File: config.mk
export PLATFORM = sky130hd
export DESIGN_NAME = cp0_unit
export DESIGN_NICKNAME = d
export VERILOG_FILES = /design/src/rtl/cp0_pkg.sv /design/src/rtl/cp0_unit.sv
export SDC_FILE = /design/constraint.sdc
export NUM_CORES = 1
export LEC_CHECK = 0
export BUFFER_PORTS_ARGS = -buffer_cell sky130_fd_sc_hd__buf_2
export CORE_MARGIN = 2
export CORE_UTILIZATION = 43
export DETAILED_ROUTE_END_ITERATION = 8
export PLACE_DENSITY = 0.79
export SLEW_MARGIN = 15
export SYNTH_ARGS = -nofsm -noshare
export SYNTH_HDL_FRONTEND = slang
export SYNTH_SLANG_ARGS = --single-unit
File: constraint.sdc
create_clock -name clk -period 2 [get_ports clk]
set_input_delay 0.4 -clock clk [delete_from_list [all_inputs] [get_ports clk]]
set_output_delay 0.4 -clock clk [all_outputs]
set_load 0.02 [all_outputs]
File: src/rtl/cp0_pkg.sv
// Shared constants for the coprocessor-0 block: register numbers, write masks,
// exception codes and default entry/identification values.
package cp0_pkg;

  localparam logic [4:0] REG_SR    = 5'd12;
  localparam logic [4:0] REG_CAUSE = 5'd13;
  localparam logic [4:0] REG_EPC   = 5'd14;
  localparam logic [4:0] REG_PRID  = 5'd15;

  localparam logic [31:0] SR_WMASK  = 32'h0000_FC03;
  localparam logic [31:0] EPC_WMASK = 32'hFFFF_FFFC;

  localparam logic [4:0] EXC_INT  = 5'd0;
  localparam logic [4:0] EXC_ADEL = 5'd4;
  localparam logic [4:0] EXC_ADES = 5'd5;
  localparam logic [4:0] EXC_RI   = 5'd10;
  localparam logic [4:0] EXC_OV   = 5'd12;

  localparam logic [31:0] HANDLER_DEFAULT = 32'h0000_4180;
  localparam logic [31:0] PRID_DEFAULT    = 32'h434F_5037;

endpackage

File: src/rtl/cp0_unit.sv
// Coprocessor 0: arbitrates interrupts against M-stage exceptions, holds
// SR/Cause/EPC, and serves mfc0/mtc0/eret for the pipeline.
module cp0_unit
  import cp0_pkg::*;
#(
  parameter logic [31:0] PRID    = PRID_DEFAULT,
  parameter logic [31:0] HANDLER = HANDLER_DEFAULT
) (
  input  logic        clk,
  input  logic        reset,
  input  logic [4:0]  A1,
  input  logic [4:0]  A2,
  input  logic [31:0] DIn,
  input  logic        WE,
  input  logic [31:0] PC_M,
  input  logic        BD_M,
  input  logic [4:0]  ExcCode_M,
  input  logic [5:0]  HWInt,
  input  logic        EXLClr,
  output logic        IntReq,
  output logic [31:0] Handler_PC,
  output logic [31:0] EPC_out,
  output logic [31:0] DOut
);

  logic [5:0]  r_im;
  logic        r_exl;
  logic        r_ie;
  logic        r_bd;
  logic [5:0]  r_ip;
  logic [4:0]  r_exccode;
  logic [31:0] r_epc;

  logic        w_int_p;
  logic        w_exc_p;
  logic [31:0] w_pc_al;
  logic [31:0] w_epc_entry;
  logic [31:0] w_din_sr;
  logic [31:0] w_sr;
  logic [31:0] w_cause;
  logic        w_mtc0;

  assign w_int_p = (|(HWInt & r_im)) & r_ie & ~r_exl;
  assign w_exc_p = (ExcCode_M != 5'd0) & ~r_exl;
  assign IntReq  = w_int_p | w_exc_p;

  // A faulting instruction never commits its own mtc0.
  assign w_mtc0 = WE & ~IntReq;

  assign w_pc_al     = PC_M & EPC_WMASK;
  assign w_epc_entry = BD_M ? (w_pc_al - 32'd4) : w_pc_al;
  assign w_din_sr    = DIn & SR_WMASK;

  assign w_sr    = {16'b0, r_im, 8'b0, r_exl, r_ie};
  assign w_cause = {r_bd, 15'b0, r_ip, 3'b0, r_exccode, 2'b0};

  always_ff @(posedge clk or negedge reset) begin
    if (!reset) begin
      r_im      <= 6'd0;
      r_exl     <= 1'b0;
      r_ie      <= 1'b0;
      r_bd      <= 1'b0;
      r_ip      <= 6'd0;
      r_exccode <= 5'd0;
      r_epc     <= 32'd0;
    end else begin
      r_ip <= HWInt;
      if (IntReq) begin
        r_exl     <= 1'b1;
        r_exccode <= w_int_p ? EXC_INT : ExcCode_M;
        r_bd      <= BD_M;
        r_epc     <= w_epc_entry;
      end else if (w_mtc0) begin
        if (A2 == REG_SR) begin
          r_im  <= w_din_sr[15:10];
          r_exl <= w_din_sr[1];
          r_ie  <= w_din_sr[0];
        end
        if (A2 == REG_EPC) begin
          r_epc <= DIn & EPC_WMASK;
        end
      end
      // eret takes precedence over any same-cycle write of EXL.
      if (EXLClr) begin
        r_exl <= 1'b0;
      end
    end
  end

  always_comb begin
    DOut = 32'd0;
    case (A1)
      REG_SR:    DOut = w_sr;
      REG_CAUSE: DOut = w_cause;
      REG_EPC:   DOut = r_epc;
      REG_PRID:  DOut = PRID;
      default:   DOut = 32'd0;
    endcase
  end

  // Bypass lets an eret directly behind an mtc0 EPC see the new target.
  assign EPC_out    = (WE && (A2 == REG_EPC)) ? (DIn & EPC_WMASK) : r_epc;
  assign Handler_PC = HANDLER;

endmodule

* Yosys cells after proc, flatten, opt, wreduce, memory -nomap -nowiden *
Index checks and enable logic that the tools add are counted.

operators by class
  eq/ne operators = 6
  mux-type cells = 11
  add/subtract/negate cells = 1
  bitwise operators = 8
  reductions and logical operators = 10

operators with widths
  cell                   count
  $mux 32                5
  $pmux 32 s4            1
  $sub 32x3->32 const B  1
  $eq 5x4->1 const B     6
  $and 6x6->6            1
  $reduce_bool 3->1      2
  $reduce_or 6->1        1
  $mux 5                 1
  $reduce_bool 5->1      1
  $and 1x1->1            4
  $mux 1                 4
  $reduce_and 2->1       2
  $reduce_bool 2->1      2
  $reduce_and 3->1       1
  $not 1->1              2
  $logic_and 1x1->1      1
  $or 1x1->1             1

storage, ports and cells
  register bits after elaboration = 52
  output and inout port bits = 97

* Logic depth before layout (Yosys ltp) *
Gate-level depths: netlist (run 1).

  word-level depth = 10
  gate-level depth with buffers = 7
  gate-level depth less buffers = 6

* Worst setup path before layout (run 1) *
OpenSTA, ideal clock, no wires.

  path type = input to output
  from = input HWInt[1]
  to = output IntReq
  required time = 1.600 ns
  data arrival time = 1.742 ns
  stages = 6
  setup slack = -0.142 ns
  path through = a22oi_1 -> a311oi_2 -> nor2_1 -> inv_1 -> buf_4 -> buf_4

on the way
  word-level cells in the longest chain between the ends = 5

ends and longest elaborated chain
  element                    line            RTL
  start, declared            cp0_unit.sv:18  input logic [5:0] HWInt,
  $and 6x6->6                cp0_unit.sv:43  assign w_int_p = (|(HWInt & r_im)) & r_ie & ~r_exl;
  $reduce_or 6->1            cp0_unit.sv:43
  $and 1x1->1 (2 in series)  cp0_unit.sv:43
  $or 1x1->1                 cp0_unit.sv:45  assign IntReq = w_int_p | w_exc_p;
  end, declared              cp0_unit.sv:20  output logic IntReq,

No other way between the ends.

* Worst setup path after layout (run 1) *
  from = input A2[4]
  to = output EPC_out[13]

on the way
  word-level cells in the longest chain between the ends = 3

ends and longest elaborated chain
  element            line             RTL
  start, declared    cp0_unit.sv:12   input logic [4:0] A2,
  $eq 5x4->1         cp0_unit.sv:102  assign EPC_out = (WE && (A2 == REG_EPC)) ? (DIn & EPC_WMASK) : r_epc;
  $logic_and 1x1->1  cp0_unit.sv:102
  $mux 32            cp0_unit.sv:102
  end, declared      cp0_unit.sv:22   output logic [31:0] EPC_out,

No other way between the ends.

==> results of run 1 <==
## per-stage QoR
step / cells / util [%]
after detailed placement: 744 / 59.9
after floorplan: 462 / -
after CTS: 756 / 63.3
after global routing: 761 / 65.2
final: 761 / 65.2
after global placement: 744 / 59.9
## logic make-up after synthesis
kind of cell | count (synthesis) | synth area share, %
simple gates | 180 | 28.5
compound gates | 78 | 14.1
buf+inv | 65 | 9.93
flops | 50 | 32.2
mux | 41 | 11.7
xor+xnor | 13 | 2.93
other cells | 2 | 0.193
fa+ha+maj | 1 | 0.322
## flip-flops by register name, summed over array words and instances, names as in the netlist
| name | flops |
|---|---|
| r_bd | 1 |
| r_ip | 6 |
| r_epc | 30 |
| r_ie | 1 |
| r_exl | 1 |
| r_exccode | 5 |
| r_im | 6 |
## synthesized netlist by cell type, types with 3 or more instances
library cell	instances	share of area [%]
a21o_1	5	0.97
a21oi_1	12	1.5
a22oi_1	6	1.2
a31oi_1	17	2.7
and2_1	10	1.6
and4_1	16	3.6
buf_4	37	7.2
clkbuf_1	19	1.8
dfrtp_1	50	32
inv_1	5	0.48
mux2_2	36	10
mux2i_1	5	1.3
nand2_1	12	1.2
nand3_1	4	0.52
nand4_1	4	0.64
nand4b_1	3	0.68
nor2_1	41	4.0
nor2b_1	5	0.81
nor3_1	7	0.90
nor3b_1	5	0.97
nor4_1	19	3.1
o21ai_0	7	0.90
o31a_1	16	3.6
o31ai_1	8	1.5
o41ai_1	4	0.90
or2_2	20	3.2
or3_1	6	0.97
or4_1	9	1.7
or4b_2	4	1.0
xnor2_1	10	2.3
xor2_1	3	0.68
## report_power, final
part | leakage [uW] | switching, uW | internal [uW]
Sequential | 0.000590 | 87.5 | 1130
Clock | 0.0000591 | 391 | 383
Combinational | 0.00207 | 632 | 585
## final timing paths
path,end,slack (ns),start,cells past startpoint
max,EPC_out[13],-0.09,A2[4],7
min,r_epc[28],0.20,reset,2
max reg2reg,r_epc[8],0.05,r_im[0],8
min reg2reg,r_exccode[3],0.50,r_exccode[3],1
max in group asynchronous,r_ip[4],1.34,reset,2
min in group clk,r_ip[2],0.21,HWInt[2],1
## layer usage
layer | part of all wire, % | routed length, um | vias up
met5 | 0 | 0 | -
met4 | 3.3 | 441 | 0
met3 | 7.5 | 1010 | 40
li1 | - | - | 1984
met1 | 39 | 5210 | 2076
met2 | 51 | 6850 | 252
## what timing repair did
item,CTS,global route
pin swaps,4,12
gates cloned,1,0
endpoints found under the setup margin,31,31
resized for setup,35,39
buffers inserted,3,5
## worst reg2reg max path: stages (launching register included)
cell and delay [ns]:
dfrtp_1 0.43, a22oi_2 0.29, a311oi_2 0.18, nor2_2 0.16, inv_2 0.08, buf_4 0.14
buf_4 0.13, buf_12 0.14, mux2_2 0.28
## area by class of cell
| class | instances | share of cell area [%] |
|---|---|---|
| sequential | 50 | 22.0 |
| timing repair buffer | 241 | 29.4 |
| tap | 108 | 2.38 |
| multi-input combinational | 348 | 43.8 |
| clock buffer | 5 | 1.21 |
| inverter | 6 | 0.396 |
| clock inverter | 3 | 0.837 |
==> flow_summary_export.csv, run 1 <==
group,metric,value,unit
outcome,outcome,"finished with violations",
outcome,violations,"negative setup slack",
grt,grtUsageTotal,26.2,%
place,dpl-instance-area,5230,sq um
grt,grt_util_met2,44.8,%
synth,synthCells,430,
power,finalPower,3210,uW
sta,skew,0.00991,ns
synth,synth_area,3880,sq um
sta,setup_ws,-0.0937,ns
clocking,cts_made_buffers,5,
detailed_routing,num_vias,4352,
run,maxCapViolations,0,
worst_setup_path,path_max_fanout,7,
detailed_routing,vias_per_cell,5.72,
floorplanning,core_area,8720,sq um
power,power.density,565,nW/um^2
clocking,clk_pin_slew,0.10,ns
power,peakVddDrop,343,uV
worst_setup_path,worstPathCellList,"buf_6, nor4bb_4, buf_6, buf_12, nand3_4, mux2_4, buf_6",
grt,grt_overflow,0,
worst_setup_path,cp_slowest_cell,"mux2_4",
synth,synth.distinct_cells,48,
detailed_routing,routed_wl,13.5,mm
detailed_routing,ant_nets,0,
cells_and_area,final_common_cell,"buf_2",
worst_setup_path,critPathMaxStageDelay,0.35,ns
floorplanning,initial_core_util,44.5,%
cells_and_area,fillers,692,
cells_and_area,antenna_cells,0,
sta,post-route-period-util,105,%
worst_setup_path,path_class,"input port to output pin",
sta,tns,-1.09,ns
cells_and_area,final_cell_mix,"125 x buf_2, 84 x buf_4, 50 x dfrtp_1, 40 x nor2_1, 34 x conb_1",
worst_setup_path,cp_data_required_time,1.60,ns
cells_and_area,final-seq-area,1250,sq um
sta,rsz0062_at_grt,"yes",
grt,grt_pass1_wl,20.9,mm
synth,synth_flop_cell,"dfrtp_1",
grt,grt_util_met1,33.6,%
worst_setup_path,crit_buf_inv,4,
worst_setup_path,startpoint_type,"input port",
sta,setup_viol,15,
clocking,hold_buffers,0,
synth,synth-seq-area-share,32.2,%
clocking,cts_buffer_depth,2,
floorplanning,die-width,99.0,um
worst_setup_path,worstSetupEndpointType,"output pin",
detailed_routing,drtIter0Drc,303,
place,place_ws,-0.199,ns
sta,worst_slew_pin_slew,0.678,ns
clocking,clkLatencyLatePin,0.31,ns
sta,min_period,2.09,ns
cells_and_area,stdcell_area,5680,sq um
synth,ys_async_sr_fraction,100,%
grt,antenna_found_initial,0,
grt,grt_pass1_vias,4276,
worst_setup_path,critPathTopFamily,"buffers and inverters",
synth,synth-seq-cells,50,
min_path,hold_path.class,"input port to async pin",
clocking,htree_levels,2,
worst_setup_path,cp_common_cell,"buf_6",
grt,grt_most_used_layer,"met2",
sta,hold_viol_final,0,
detailed_routing,drc,0,
detailed_routing,wl_per_cell,17.8,um
power,p_leak,0.00272,uW
floorplanning,fp-row-count,34,
detailed_routing,detail_route.first_pass.iterations,5,
sta,hold_ws,0.197,ns
cells_and_area,final_net_count,743,
floorplanning,die_h,99.0,um
floorplanning,die_area,9800,sq um
synth,ys_warn_count,0,
grt,grtUsageMet3,3.69,%
place,gp_congestion,0.921,
cells_and_area,drive_gt1_share,50.5,%
synth,synth_area_per_cell,9.03,sq um
worst_setup_path,cp_data_arrival_time,1.69,ns
synth,synth_edf_count,0,
sta,final-max-slew-violation-count,0,
clocking,cts_tree,"done",
floorplanning,io_pins,187,
place,portBuffers,150,
sta,fmax,478,MHz
cells_and_area,syn_to_final_growth,46.4,%
clocking,root_buffer,"clkbuf_8",
grt,grt_max_degree,51,
clocking,cts.sinks,50,
sta,maxSlewHeadroom,54.8,%
place,hpwl,9.92,mm
cells_and_area,multi_input_area,2490,sq um
Power figures use the tool's default switching activity.
==> inputs of run 2 (changes only) <==
--- a/config.mk
+++ b/config.mk
@@ -7,9 +7,10 @@
 export LEC_CHECK = 0
 export BUFFER_PORTS_ARGS = -buffer_cell sky130_fd_sc_hd__buf_2
 export CORE_MARGIN = 2
-export CORE_UTILIZATION = 43
+export CORE_UTILIZATION = 47
 export DETAILED_ROUTE_END_ITERATION = 8
-export PLACE_DENSITY = 0.79
+export GPL_TIMING_DRIVEN = 0
+export PLACE_DENSITY = 0.82
 export SLEW_MARGIN = 15
 export SYNTH_ARGS = -nofsm -noshare
 export SYNTH_HDL_FRONTEND = slang
==> constraint.sdc (replaced) <==
create_clock -name clk -period 2.3 [get_ports clk]
set_input_delay 0.46 -clock clk [delete_from_list [all_inputs] [get_ports clk]]
set_output_delay 0.46 -clock clk [all_outputs]
set_load 0.02 [all_outputs]
==> run 2 against run 1 <==
- the run still ends with negative setup slack left
- wire length is 6.1% lower
- clock power is 26% lower
- sequential power is 13% lower
- design area is 6.1% lower
- clock skew is 0.0012 ns higher
- critical path depth stayed put
==> flow_summary_export.csv, run 2 (synthesis results as in run 1) <==
group,metric,value,unit
outcome,outcome,"finished with violations",
outcome,violations,"negative setup slack",
sta,skew,0.0111,ns
worst_setup_path,rrSetupSlack,0.15,ns
worst_setup_path,startpoint_type,"input port",
floorplanning,io_pins,187,
sta,min_period,2.32,ns
sta,setup_viol,12,
clocking,root_buffer,"clkbuf_8",
cells_and_area,final_common_cell,"buf_2",
grt,grt_overflow,0,
cells_and_area,final_net_count,722,
power,peakVddDrop,373,uV
detailed_routing,vias_per_cell,5.66,
grt,grt_max_degree,51,
floorplanning,initial_core_util,48.0,%
cells_and_area,drive_gt1_share,47.9,%
sta,final-max-slew-violation-count,0,
detailed_routing,ant_nets,0,
detailed_routing,drtIter0Drc,273,
cells_and_area,largest_reg_flops,30,
worst_setup_path,path_class,"input port to output pin",
clocking,clkLatencyLatePin,0.31,ns
floorplanning,die_h,94.9,um
grt,grtUsageTotal,26.7,%
grt,grt_pass1_wl,18.8,mm
clocking,cts_made_buffers,5,
cells_and_area,fillers,687,
worst_setup_path,path_max_fanout,8,
place,hpwl,9.19,mm
worst_setup_path,cp_data_arrival_time,1.86,ns
cells_and_area,antenna_cells,0,
power,p_leak,0.00251,uW
worst_setup_path,cp_data_required_time,1.84,ns
sta,maxSlewHeadroom,56.1,%
cells_and_area,reg_top3,"r_epc (30), r_im (6), r_ip (6)",
worst_setup_path,worstSetupEndpointType,"output pin",
sta,worst_slew_pin_slew,0.658,ns
grt,antenna_found_initial,0,
min_path,hold_path.class,"input port to async pin",
clocking,hold_buffers,0,
worst_setup_path,crit_start,"A2[0]",
clocking,htree_levels,2,
run,maxCapViolations,0,
cells_and_area,syn_to_final_growth,37.4,%
place,portBuffers,147,
cells_and_area,regMostFlops,"r_epc",
cells_and_area,stdcell_area,5340,sq um
floorplanning,die-width,94.9,um
worst_setup_path,worstReg2RegEnd,"r_epc[24]",
detailed_routing,wl_per_cell,17.2,um
sta,hold_viol_final,0,
worst_setup_path,reg2reg_depth,7,
detailed_routing,num_vias,4168,
detailed_routing,routed_wl,12.7,mm
sta,post-route-period-util,101,%
worst_setup_path,timing.rr.start,"r_im[0]",
cells_and_area,final-seq-area,1250,sq um
sta,tns,-0.140,ns
floorplanning,die_area,9000,sq um
power,power.density,489,nW/um^2
floorplanning,fp-row-count,33,
grt,grt_pass1_vias,3836,
clocking,cts_buffer_depth,2,
clocking,cts.sinks,50,
detailed_routing,detail_route.first_pass.iterations,5,
sta,setup_ws,-0.0219,ns
cells_and_area,multi_input_area,2470,sq um
place,dpl-instance-area,4870,sq um
clocking,clk_pin_slew,0.10,ns
floorplanning,core_area,8090,sq um
cells_and_area,final_cell_mix,"134 x buf_2, 57 x buf_4, 49 x dfrtp_1, 39 x nor2_1, 35 x mux2_2",
place,gp_congestion,0.927,
sta,fmax,431,MHz
detailed_routing,drc,0,
clocking,cts_tree,"done",
[run 2: changes by cell type in the layout (fill, tap and decap cells not counted), sizes merged]
cell	delta
buf	-35
bufinv	-1
clkbuf	+15
clkinv	+1
nand3	-1
[run 2: cell type report]
class	count	area share [%]
clock inverter	3	0.539
buffer	57	7.39
timing repair buffer	164	18.0
multi-input combinational	347	46.3
sequential	50	23.5
tap	105	2.46
inverter	6	0.539
clock buffer	5	1.29
[run 2: power breakdown]
| group | internal, uW | total [uW] | leakage, uW | switching (uW) |
|---|---|---|---|---|
| combinational | 442 | 976 | 0.00187 | 534 |
| sequential | 984 | 1060 | 0.000589 | 74.6 |
| clock | 229 | 574 | 0.0000506 | 345 |
| total | 1650 | 2610 | 0.00251 | 954 |
[run 2: repair_timing]
action	CTS	global route
endpoints found under the setup margin	75	40
pin swaps	10	8
setup buffers	13	4
gates cloned	1	0
resized for setup	52	29
[run 2: worst max-delay path: stages]
cell,delay (ns)
buf_6,0.11
nor4bb_2,0.30
buf_4,0.19
nand3_4,0.15
buf_8,0.18
mux2_2,0.29
buf_2,0.17
[run 2: how the worst max path moves through the flow]
stage / to / slack, ns / cells after the start
4_1_cts: EPC_out[23] / 0.00008 / 6
6_report: EPC_out[11] / -0.02 / 7
2_1_floorplan: IntReq / 0.04 / 6
3_5_place_dp: IntReq / -0.67 / 8
5_1_grt: EPC_out[3] / -0.04 / 7
3_3_place_gp: IntReq / -0.68 / 8
[run 2: layer usage]
layer  vias up  global-route usage (%)  part of all wire (%)
met4         0                    9.18                   2.7
li1       1942                       -                     -
met5         -                       0                     0
met1      1969                    33.2                    38
met2       225                    46.8                    52
met3        32                    4.15                   7.3
[run 2: through the flow]
| step | hold slack, ns | setup slack (ns) | util, % | cells | power, uW |
|---|---|---|---|---|---|
| floorplan | 0.164 | 0.0382 | - | 462 | 1620 |
| global placement | 0.464 | -0.676 | 60.2 | 714 | 1910 |
| detailed placement | 0.466 | -0.668 | 60.2 | 714 | 1930 |
| CTS | 0.262 | 0.0000839 | 64.9 | 735 | 2560 |
| global route | 0.205 | -0.0436 | 65.9 | 737 | 2720 |
| finish | 0.163 | -0.0219 | 65.9 | 737 | 2610 |
